## src/rtl/piso_pkg.sv

```systemverilog
// Shared types and default sizing for the LED-chain serializer.
// Default prescaler gives a visibly slow shift clock on the board.
package piso_pkg;

  typedef enum logic [1:0] {
    IDLE  = 2'd0,
    ARMED = 2'd1,
    SHIFT = 2'd2
  } state_e;

  localparam int WIDTH_DEF = 4;
  localparam int DIV_W_DEF = 23;

endpackage

```

## src/rtl/piso_serializer_tick_gen.sv

```systemverilog
// Free-running prescaler: one-cycle tick whenever the counter is zero, every 2**DIV_W clocks.
// Tick is combinational from the count; the first tick is the first cycle after reset release.
module tick_gen #(
  parameter int DIV_W = 23
) (
  input  logic clk,
  input  logic reset_n,
  output logic tick
);

  logic [DIV_W-1:0] cnt_q;
  logic [DIV_W-1:0] cnt_d;

  assign cnt_d = cnt_q + DIV_W'(1);

  always_ff @(posedge clk) begin
    if (!reset_n) begin
      cnt_q <= '0;
    end else begin
      cnt_q <= cnt_d;
    end
  end

  assign tick = (cnt_q == '0);

endmodule

```

## src/rtl/piso_serializer.sv

```systemverilog
// Word-in, LSB-first bit-out serializer; one bit per tick, first bit 1..2**DIV_W cycles after accept.
// load_ready only in IDLE; loads offered while busy are dropped, optional back-to-back repeat.
module piso_serializer
  import piso_pkg::*;
#(
  parameter int WIDTH = WIDTH_DEF,
  parameter int DIV_W = DIV_W_DEF
) (
  input  logic             clk,
  input  logic             reset_n,
  input  logic             load_valid,
  output logic             load_ready,
  input  logic [WIDTH-1:0] load_data,
  input  logic             repeat_en,
  output logic             serial_out,
  output logic             busy,
  output logic             done,
  output logic             tick
);

  localparam int CW = $clog2(WIDTH + 1);
  localparam logic [CW-1:0] LAST_CNT = CW'(WIDTH);

  state_e           state_q,   state_d;
  logic [WIDTH-1:0] shreg_q,   shreg_d;
  logic [WIDTH-1:0] saved_q,   saved_d;
  logic [CW-1:0]    bit_cnt_q, bit_cnt_d;
  logic             serial_q,  serial_d;
  logic             busy_q,    busy_d;
  logic             done_q,    done_d;

  tick_gen #(.DIV_W(DIV_W)) u_tick_gen (
    .clk     (clk),
    .reset_n (reset_n),
    .tick    (tick)
  );

  always_comb begin
    state_d   = state_q;
    shreg_d   = shreg_q;
    saved_d   = saved_q;
    bit_cnt_d = bit_cnt_q;
    serial_d  = serial_q;
    done_d    = 1'b0;
    case (state_q)
      IDLE: begin
        // A tick coinciding with the accept is deliberately not used to start.
        if (load_valid) begin
          shreg_d   = load_data;
          saved_d   = load_data;
          bit_cnt_d = '0;
          state_d   = ARMED;
        end
      end
      ARMED: begin
        if (tick) begin
          serial_d  = shreg_q[0];
          shreg_d   = shreg_q >> 1;
          bit_cnt_d = CW'(1);
          state_d   = SHIFT;
        end
      end
      SHIFT: begin
        if (tick) begin
          if (bit_cnt_q < LAST_CNT) begin
            serial_d  = shreg_q[0];
            shreg_d   = shreg_q >> 1;
            bit_cnt_d = bit_cnt_q + CW'(1);
          end else begin
            done_d = 1'b1;
            if (repeat_en) begin
              serial_d  = saved_q[0];
              shreg_d   = saved_q >> 1;
              bit_cnt_d = CW'(1);
            end else begin
              serial_d = 1'b0;
              state_d  = IDLE;
            end
          end
        end
      end
      default: begin
        state_d = IDLE;
      end
    endcase
    busy_d = (state_d != IDLE);
  end

  always_ff @(posedge clk) begin
    if (!reset_n) begin
      state_q   <= IDLE;
      shreg_q   <= '0;
      saved_q   <= '0;
      bit_cnt_q <= '0;
      serial_q  <= 1'b0;
      busy_q    <= 1'b0;
      done_q    <= 1'b0;
    end else begin
      state_q   <= state_d;
      shreg_q   <= shreg_d;
      saved_q   <= saved_d;
      bit_cnt_q <= bit_cnt_d;
      serial_q  <= serial_d;
      busy_q    <= busy_d;
      done_q    <= done_d;
    end
  end

  assign load_ready = (state_q == IDLE);
  assign serial_out = serial_q;
  assign busy       = busy_q;
  assign done       = done_q;

endmodule

```

## config.mk

```make
export PLATFORM = sky130hd
export DESIGN_NAME = piso_serializer
export DESIGN_NICKNAME = d
export VERILOG_FILES = /design/src/rtl/piso_pkg.sv /design/src/rtl/piso_serializer_tick_gen.sv /design/src/rtl/piso_serializer.sv
export SDC_FILE = /design/constraint.sdc
export NUM_CORES = 1
export LEC_CHECK = 0
export CELL_PAD_IN_SITES_DETAIL_PLACEMENT = 1
export CELL_PAD_IN_SITES_GLOBAL_PLACEMENT = 2
export CORE_MARGIN = 2
export CORE_UTILIZATION = 37
export CTS_CLUSTER_SIZE = 16
export DETAILED_ROUTE_END_ITERATION = 10
export PLACE_DENSITY = 0.88
export SLEW_MARGIN = 15
export SYNTH_ARGS = -nofsm -noshare
export SYNTH_HDL_FRONTEND = slang
export SYNTH_SLANG_ARGS = --single-unit
```

## constraint.sdc

```tcl
create_clock -name clk -period 2.6 [get_ports clk]
set_input_delay 0.26 -clock clk [delete_from_list [all_inputs] [get_ports clk]]
set_output_delay 0.26 -clock clk [all_outputs]
set_load 0.005 [all_outputs]
```

==> results.ini, run 1 <==
[run_status]
outcome = completed

[critical_path]
start_kind = register
critical_path.max_fanout = 6
rr_worst_depth = 7
cpPeakStageDelay_ns = 0.55
slowest_stage = clkdlybuf4s50_1
endpoint_kind = primary output
critPathRequiredTime_ns = 2.34
cp.arrival_ns = 2.12
path_cells = inv_1 -> ha_1 -> nor4b_2 -> nand4_2 -> nor2_1 -> clkdlybuf4s50_1
path_class = reg -> out

[cts]
clock_latency_ns = 0.29
cts_tree = yes
cts_buffers = 5
cts_hold_buf = 0
cts_setup_buffers = 0
htreeDepth = 2
cts.sinks = 39
cts_resized = 0
clkSlewWorstSetupHoldPaths_ns = 0.08
cts-root-buf = clkbuf_8
cts_buffer_depth = 2

[synth]
synth-seq-area-share_pct = 38.4
synth.distinct_cells = 47
synth_top_area_share_pct = 38.4
ys_seq_elements = 39
yosys_warnings = 0
synthTopCellsByArea = dfxtp_1 38%, and2_1 6.2%, nand3_1 5.2%, xor2_1 4.7%, ha_1 4.3%
synthCells = 220
yosys.area.top_type = dfxtp_1
synth_area_um2 = 2030
syn_avg_cell_area_um2 = 9.25
synth_nets = 235

[layout]
fin_nets = 245
layout_commonest_cell = dfxtp_1
syn_to_final_growth_pct = 13.7
stdcell_count = 301
seq_area_um2 = 781
utilization_pct = 44.4
fillers = 620
diodes = 0
multi_input_area_um2 = 1180
final_area_um2 = 2310
drive_gt1_share_pct = 10.4
mostFrequentLayoutCells = 39 x dfxtp_1, 21 x nand3_1, 20 x nand2_1, 20 x and2_1, 12 x clkdlybuf4s50_1

[flow_run]
maxCapViolations = 0

[timing]
hold_slack_ns = 0.463
tns_ns = 0
hold_viol = 0
tightest_slew_ns = 0.582
clock.fmax_mhz = 421
setup_violations = 0
min_period_ns = 2.38
skew_ns = 0.00997
post-route-period-util_pct = 91.4
slew_headroom_pct = 61.2
final-max-slew-violation-count = 0
rsz0062_at_grt = false

[drt]
wl_per_cell_um = 14.9
first_iter_violations = 28
maxUsedRoutingLayer = met4
wl_met3_um = 94
drc = 0
wirelength_mm = 4.49
m1WireLength_mm = 2.15
avgViaCountPerCell = 5.25
final_antenna_net_count = 0
dr.pass1.iters = 4
vias = 1581
dr_wl_met2_mm = 2.20

[grt]
grt_pass1_wl_mm = 7.60
gr-usage-all-layers_pct = 15.6
grt_pass1_vias = 1567
overflow = 0
antenna_found_initial = 0
grt_max_degree = 45

[min_path]
hp-class = reg -> reg
whs_path_depth = 2

[power]
power_density_nw_per_um2 = 604
irDropWorstVdd_uv = 226
leakage_nw = 0.918

[floorplan]
die_h_um = 78.2
dieArea_um2 = 6110
core_um2 = 5200
die_x_um = 78.2
ios = 13
start_util_pct = 39.1
fp-row-count = 26

[placed_design]
gp_congestion = 0.743
place_area_um2 = 2200
port_buffers = 12
hpwl_mm = 3.12
placed_cells = 293

[routing by layer]
layer  GRT usage (%)  up-vias
li1                -      785
met1            19.5      779
met2            26.7       13
met3            3.56        4
met4            4.74        0
met5               0        -
[sequential cells by signal, indices dropped and copies added, names as in the netlist]
| signal | count |
|---|---|
| u_tick_gen.cnt_q | 23 |
| saved_q | 4 |
| shreg_q | 4 |
| bit_cnt_q | 3 |
| state_q | 2 |
| busy | 1 |
| done | 1 |
| serial_out | 1 |
[Yosys cell counts (all sizes together)]
library cell,n
o211a,1
nand2b,1
nor4b,1
nor3,6
inv,5
xnor2,7
nand3,21
xor2,11
and2,20
o21ai,7
nor2b,5
clkbuf,5
and3,4
o32a,1
o41ai,1
o31ai,1
a21oi,3
and4,4
a2111oi,1
a21o,1
a21boi,7
o21a,1
nor4,4
buf,5
nor2,5
nand3b,2
nand4,5
or3,3
ha,7
o211ai,3
nand2,20
nor3b,1
mux2i,7
dfxtp,39
o2111ai,1
or2b,2
or2,2
[worst max-delay path, delay by kind of cell, from the launching register on]
| family | cells | cell delay [ns] |
|---|---|---|
| AND/OR/NAND/NOR | 3 | 0.75 |
| buffers and inverters | 2 | 0.61 |
| flip-flops | 1 | 0.34 |
| adder cells (fa/ha/maj) | 1 | 0.13 |
[cell type report]
type / instances / share of cell area [%]
Multi-Input combinational cell: 166 / 51.1
Sequential cell: 39 / 33.7
Timing Repair Buffer: 13 / 5.52
Tap cell: 70 / 3.79
Clock buffer: 6 / 3.57
Clock inverter: 2 / 1.51
Inverter: 5 / 0.811
[stage by stage]
stage | total power, W | worst slack [ns]
finish | 0.00140 | 0.223
floorplan | 0.000818 | 0.732
detailed placement | 0.000890 | 0.515
global route | 0.00147 | 0.00679
CTS | 0.00142 | 0.188
global placement | 0.000884 | 0.567
[kinds of logic (layout without fill, tap and decap cells)]
logic type	count (synthesis)	count (layout)	share of synthesized area (%)
compound gates	28	28	11.0
xor+xnor	18	18	7.75
fa+ha+maj	7	7	4.30
buf+inv	15	26	3.57
flops	39	39	38.4
mux	7	7	3.44
simple gates	106	106	31.5
[power breakdown]
group,internal [W],switching (W)
clock network,0.000311,0.000214
registers,0.000629,0.0000182
logic,0.000104,0.000122
total,0.00104,0.000354
[final timing paths]
| check | startpoint | endpoint | slack, ns |
|---|---|---|---|
| setup / recovery | u_tick_gen.cnt_q[0]$_SDFF_PN0_ | tick | 0.22 |
| hold / removal | bit_cnt_q[1]$_SDFFE_PN0P_ | bit_cnt_q[1]$_SDFFE_PN0P_ | 0.46 |
| setup reg to reg | state_q[0]$_SDFF_PN0_ | shreg_q[3]$_SDFFE_PN0P_ | 0.57 |
| hold reg to reg | bit_cnt_q[1]$_SDFFE_PN0P_ | bit_cnt_q[1]$_SDFFE_PN0P_ | 0.46 |
Note: power is estimated with default switching activity, not from simulation.
==> inputs of run 2 (changes only) <==
--- a/config.mk
+++ b/config.mk
@@ -11,6 +11,7 @@
 export CORE_UTILIZATION = 37
 export CTS_CLUSTER_SIZE = 16
 export DETAILED_ROUTE_END_ITERATION = 10
+export HOLD_SLACK_MARGIN = 0.1
 export PLACE_DENSITY = 0.88
 export SLEW_MARGIN = 15
 export SYNTH_ARGS = -nofsm -noshare
==> results of run 2 <==
The final DEF is identical to that of run 1; final timing and power are the same.
